===== src/rtl/bcd_pkg.sv =====
// Shared types and constants for the BCD digit accumulator.
package bcd_pkg;
  localparam int DIGIT_W = 4;
  localparam logic [DIGIT_W-1:0] MAX_DIGIT = 4'd9;

  typedef enum logic [1:0] {
    IDLE  = 2'd0,
    ACCUM = 2'd1,
    DONE  = 2'd2
  } state_t;
endpackage


===== src/rtl/bcd_digit_accumulator_mul10_add.sv =====
// Combinational acc*10 + digit, built from shifts so no multiplier is inferred.
module mul10_add
  import bcd_pkg::*;
#(
  parameter int OUT_W = 14
) (
  input  logic [OUT_W-1:0]   acc,
  input  logic [DIGIT_W-1:0] digit,
  output logic [OUT_W-1:0]   result
);
  always_comb begin
    result = (acc << 3) + (acc << 1) + OUT_W'(digit);
  end
endmodule


===== src/rtl/bcd_digit_accumulator.sv =====
// Accumulates an MSD-first decimal digit stream into a binary number and
// presents it on a valid/ready output.
module bcd_digit_accumulator
  import bcd_pkg::*;
#(
  parameter int NUM_DIGITS = 4,
  parameter int OUT_W      = 14,
  parameter int CNT_W      = $clog2(NUM_DIGITS + 1)
) (
  input  logic               clk,
  input  logic               rst,
  input  logic               digit_valid,
  input  logic [DIGIT_W-1:0] digit,
  output logic               digit_ready,
  input  logic               enter,
  input  logic               clear,
  output logic               value_valid,
  input  logic               value_ready,
  output logic [OUT_W-1:0]   value,
  output logic [CNT_W-1:0]   digit_count,
  output logic               err
);
  state_t             state;
  logic [OUT_W-1:0]   acc;
  logic [OUT_W-1:0]   acc_next;
  logic [CNT_W-1:0]   count;
  logic               accept;
  logic               legal;

  mul10_add #(.OUT_W(OUT_W)) u_mul10_add (
    .acc    (acc),
    .digit  (digit),
    .result (acc_next)
  );

  assign digit_ready = (state != DONE);
  assign accept      = digit_valid & digit_ready;
  assign legal       = (digit <= MAX_DIGIT);
  assign value       = acc;
  assign digit_count = count;

  always_ff @(posedge clk) begin
    if (rst) begin
      state       <= IDLE;
      acc         <= '0;
      count       <= '0;
      value_valid <= 1'b0;
      err         <= 1'b0;
    end else if (clear) begin
      // Any accept in this cycle is dropped, including its error pulse.
      state       <= IDLE;
      acc         <= '0;
      count       <= '0;
      value_valid <= 1'b0;
      err         <= 1'b0;
    end else begin
      err <= 1'b0;
      case (state)
        IDLE, ACCUM: begin
          if (accept && legal) begin
            acc   <= acc_next;
            count <= count + 1'b1;
            if ((count + 1'b1 == CNT_W'(NUM_DIGITS)) || enter) begin
              state       <= DONE;
              value_valid <= 1'b1;
            end else begin
              state <= ACCUM;
            end
          end else begin
            if (accept) err <= 1'b1;
            // A commit needs at least one digit, so enter in IDLE is ignored.
            if (enter && state == ACCUM) begin
              state       <= DONE;
              value_valid <= 1'b1;
            end
          end
        end
        DONE: begin
          if (value_ready) begin
            state       <= IDLE;
            acc         <= '0;
            count       <= '0;
            value_valid <= 1'b0;
          end
        end
        default: begin
          state       <= IDLE;
          acc         <= '0;
          count       <= '0;
          value_valid <= 1'b0;
        end
      endcase
    end
  end
endmodule


===== config.mk =====
export PLATFORM = sky130hd
export DESIGN_NAME = bcd_digit_accumulator
export DESIGN_NICKNAME = d
export VERILOG_FILES = /design/src/rtl/bcd_pkg.sv /design/src/rtl/bcd_digit_accumulator_mul10_add.sv /design/src/rtl/bcd_digit_accumulator.sv
export SDC_FILE = /design/constraint.sdc
export NUM_CORES = 1
export LEC_CHECK = 0
export CAP_MARGIN = 20
export CELL_PAD_IN_SITES_DETAIL_PLACEMENT = 1
export CELL_PAD_IN_SITES_GLOBAL_PLACEMENT = 2
export CORE_UTILIZATION = 33
export CTS_CLUSTER_SIZE = 28
export DETAILED_ROUTE_END_ITERATION = 8
export GPL_TIMING_DRIVEN = 0
export PLACE_DENSITY_LB_ADDON = 0.3
export SYNTH_ARGS = -nofsm -noshare
export SYNTH_HDL_FRONTEND = slang
export SYNTH_SLANG_ARGS = --single-unit

===== constraint.sdc =====
create_clock -name clk -period 7.7 [get_ports clk]
set_input_delay 1.54 -clock clk [delete_from_list [all_inputs] [get_ports clk]]
set_output_delay 1.54 -clock clk [all_outputs]
set_load 0.05 [all_outputs]

==> summary.md <==
| Metric | Value |
|---|---|
| Post-CTS Setup Bufs | `0` |
| DRC Markers | `0` |
| Num CTS Buffers | `3` |
| Mapped Cells | `167` |
| Max-cap viol count | `0` |
| Clock Skews | `0.9087 ps` |
| Hold Crit Class | `reg2reg` |
| Design area | `0.001867 sq mm` |
| Area growth, synth to finish | `27.09%` |
| Min cycle time layout | `4081 ps` |
| Largest net degree at the start of global routing | `12` |
| Post-CTS Hold Fix Bufs | `0` |
| CP Launch Point | `digit[3]` |
| Peak supply drop | `87.41 uV` |
| YS warnings | `0` |
| Clock sink count | `21` |
| Core box area | `0.004144 sq mm` |
| Vias post-DR | `1349` |
| P_int | `0.1614 mW` |
| Reg-to-reg critical path endpoint | `value[13]` |
| Net Sw Frac | `26.21%` |
| Post-synth top area cell | `dfxtp_1` |
| Comb pwr share | `16.2%` |
| Die area | `0.004722 sq mm` |
| Pwr dens | `117.2 mW/mm^2` |
| Buffers on Ports | `29` |
| Clock share of power | `32.5%` |
| TritonCTS clock tree | `done` |
| Top delay family on crit path | `adder cells` |
| Seq/Total Area, Yosys | `28.62%` |
| Synth cell types | `42` |
| Routability Congestion | `0.7473` |
| Post-DP Area | `0.001822 sq mm` |
| TritonRoute pass-1 iters | `3` |
| Clock root buffer | `clkbuf_8` |
| Synthesized flop and latch total | `21` |
| Wire per inst | `15.07 um` |
| RSZ-0062 raised after global routing | `no` |
| Max transition margin | `61.01%` |
| Setup crit start kind | `input port` |
| FF-to-FF Start | `value[0]` |
| Hold slack final | `483.0 ps` |
| Max Transition Viols Final | `0` |
| Post-CTS Resized | `0` |
| R2r setup slk | `4920 ps` |
| Syn Std Cell Area | `0.001469 sq mm` |
| First-pass GRT wire length | `6403 um` |
| Share of cells above drive strength 1 | `4.500%` |
| Grt total ovfl | `0` |
| WP depth | `10` |
| Antenna Nets Post-Route | `0` |
| Reg2Reg Depth | `9` |
| Cell seen most often among critical-path stages | `inv_1` |
| CP arrival | `4230 ps` |
| Nets@finish | `237` |
| Crit Path Max Fanout | `2` |
| H-Tree Depth | `1` |
| Worst Path Class, Setup | `in2reg` |
| Post-layout utilization of the core | `45.05%` |
| Worst path cell trace | `clkdlybuf4s50_1 -> inv_1 -> fa_1 -> inv_1 -> ha_1 -> a211o_1 -> a21oi_2 -> nor3_1 -> or3b_1 -> a32o_1` |
| Chip width | `68.72 um` |
| Drt total wl | `3768 um` |
| Final period util | `53.00%` |
| F_max | `245.0 MHz` |
| Multi-input gate area | `991.0 sq um` |
| Initial Utilization | `35.45%` |
| # setup viols final | `0` |
| Req. time, crit path | `7850 ps` |
| Post-Syn Area per Cell | `8.796 sq um` |
| Register area | `420.4 sq um` |
| Fin. Hold Viols | `0` |
| Synth area leaders | `dfxtp_1 29%, ha_1 20%, a21oi_1 5.8%` |
| DR iter-0 viols | `34` |
| Ant. Diodes | `0` |
| Initial antenna violation count | `0` |
| Post-DP HPWL | `3100 um` |
| Clock Pin Slew Worst Setup and Hold Paths | `70 ps` |
| Synthesized net count | `203` |
| Crit path capture type | `flip-flop` |
| Boundary Pins | `30` |
| WP buf/inv | `3` |
| Filler cells | `490` |
| Sw Pwr | `0.05734 mW` |
| Outcome | `complete, no violations` |
| Clk_lat worst skew | `250 ps` |
| Top-area cell type share of the netlist area | `28.62%` |
| Post-Route Setup TNS | `0 ps` |
| Row Count | `23` |
| Vias in the first global route | `1410` |
| Actual slew at the worst max-slew pin | `582.8 ps` |
| Critical-path top delay cell | `fa_1` |
| Setup crit end | `value[13]` |
| Cell leakage power | `0.8861 nW` |
| Die Ht | `68.72 um` |
| Via/cell ratio | `5.396` |
| CP peak stage delay | `540 ps` |
| Seq pwr share | `51.3%` |
| Tot GR Track Use | `18.08%` |
| CTS max path bufs | `2` |
==> tightest hold or removal path: stages, from the launching register on <==
cell	delay, ps
dfxtp_1	320
nand2_1	60
a21oi_1	50
==> power by group through the flow <==
stage | Combinational, mW | Sequential (mW) | Clock, mW
3_3_place_gp | 0.0350 | 0.115 | 0
3_5_place_dp | 0.0357 | 0.115 | 0
4_1_cts | 0.0360 | 0.112 | 0.0737
5_1_grt | 0.0395 | 0.113 | 0.0779
2_1_floorplan | 0.0175 | 0.119 | 0
6_report | 0.0354 | 0.112 | 0.0711
==> final cells by class <==
class	instances	share of cell area [%]
Buffer	3	0.6702
Clock buffer	4	2.413
Inverter	12	2.413
Multi-Input combinational cell	131	53.08
Sequential cell	21	22.52
Tap cell	50	3.351
Timing Repair Buffer	29	15.55
==> flip-flops by register name (all words and copies together), names as in the netlist <==
| register | cells |
|---|---|
| digit_count | 3 |
| err | 1 |
| state | 2 |
| value | 14 |
| value_valid | 1 |
==> placed cells by master (no fill, tap or decap), types with 2 or more instances in the layout <==
cell type / synthesis / final
clkdlybuf4s50_1: 0 / 29
ha_1: 24 / 24
dfxtp_1: 21 / 21
a21oi_1: 17 / 17
nor2_1: 16 / 16
inv_1: 12 / 12
nand2_1: 8 / 8
o21ai_0: 7 / 7
a22oi_1: 6 / 6
a21o_1: 5 / 5
xor2_1: 5 / 5
clkbuf_1: 2 / 3
nand3_1: 3 / 3
or3_1: 3 / 3
a32o_1: 3 / 3
xnor2_1: 3 / 3
clkbuf_8: 0 / 3
nor3_1: 2 / 2
nor2b_1: 2 / 2
o211a_1: 2 / 2
a22o_1: 2 / 2
fa_1: 2 / 2
==> per-stage QoR <==
step	power, mW	std cells	setup WS, ps
3_5_place_dp	0.1506	246	3333
2_1_floorplan	0.1365	167	4055
6_report	0.2188	250	3619
5_1_grt	0.2300	250	3493
4_1_cts	0.2220	250	3605
3_3_place_gp	0.1498	246	3380
==> worst min-delay path by stage <==
stage | from | to | slack, ps | cells past startpoint
2_1_floorplan | state[0] | state[0] | 470 | 2
3_3_place_gp | value[13] | value[13] | 460 | 1
3_5_place_dp | value[13] | value[13] | 470 | 1
4_1_cts | value_valid | value_valid | 490 | 2
5_1_grt | value_valid | value_valid | 510 | 2
6_report | value_valid | value_valid | 480 | 2
==> logic make-up (layout without fill, tap and decap cells) <==
kind of cell / after synthesis / in the layout / share of synthesized area (%)
AO/OA/AOI/OAI: 53 / 53 / 24.87
AND/OR/NAND/NOR: 44 / 44 / 14.65
adder cells (fa/ha/maj): 26 / 26 / 23.17
flip-flops: 21 / 21 / 28.62
buffers and inverters: 15 / 48 / 3.918
XOR/XNOR: 8 / 8 / 4.770
==> cell usage after synthesis <==
library cell / instances
nor3b_1: 1
and3_1: 1
a41oi_1: 1
a22o_1: 2
a32o_1: 3
a21oi_2: 1
o21bai_1: 1
o211a_1: 2
buf_2: 1
o21ai_2: 1
a21o_1: 5
a211o_1: 1
or2_2: 1
or3b_1: 1
a22oi_1: 6
inv_1: 12
xnor2_1: 3
a211oi_1: 1
nand2_1: 8
nand3b_1: 1
a32oi_1: 1
dfxtp_1: 21
nor2b_1: 2
nor2_1: 16
a21boi_0: 1
nor4_1: 1
ha_1: 24
nand2_2: 1
nand2b_1: 1
a2111oi_0: 1
fa_1: 2
xor2_1: 5
or3_1: 3
o31ai_1: 1
clkbuf_1: 2
or4_1: 1
nand3_1: 3
o31ai_2: 1
a21oi_1: 17
nand4_1: 1
o21ai_0: 7
nor3_1: 2
==> layer usage <==
layer | up-vias | part of all wire [%] | global-route usage (%)
li1 | 677 | - | -
met1 | 648 | 46 | 21.33
met2 | 22 | 51 | 34.68
met3 | 2 | 3.2 | 3.454
met4 | 0 | 0.16 | 1.531
met5 | - | 0 | 0
Power figures use the tool's default switching activity.
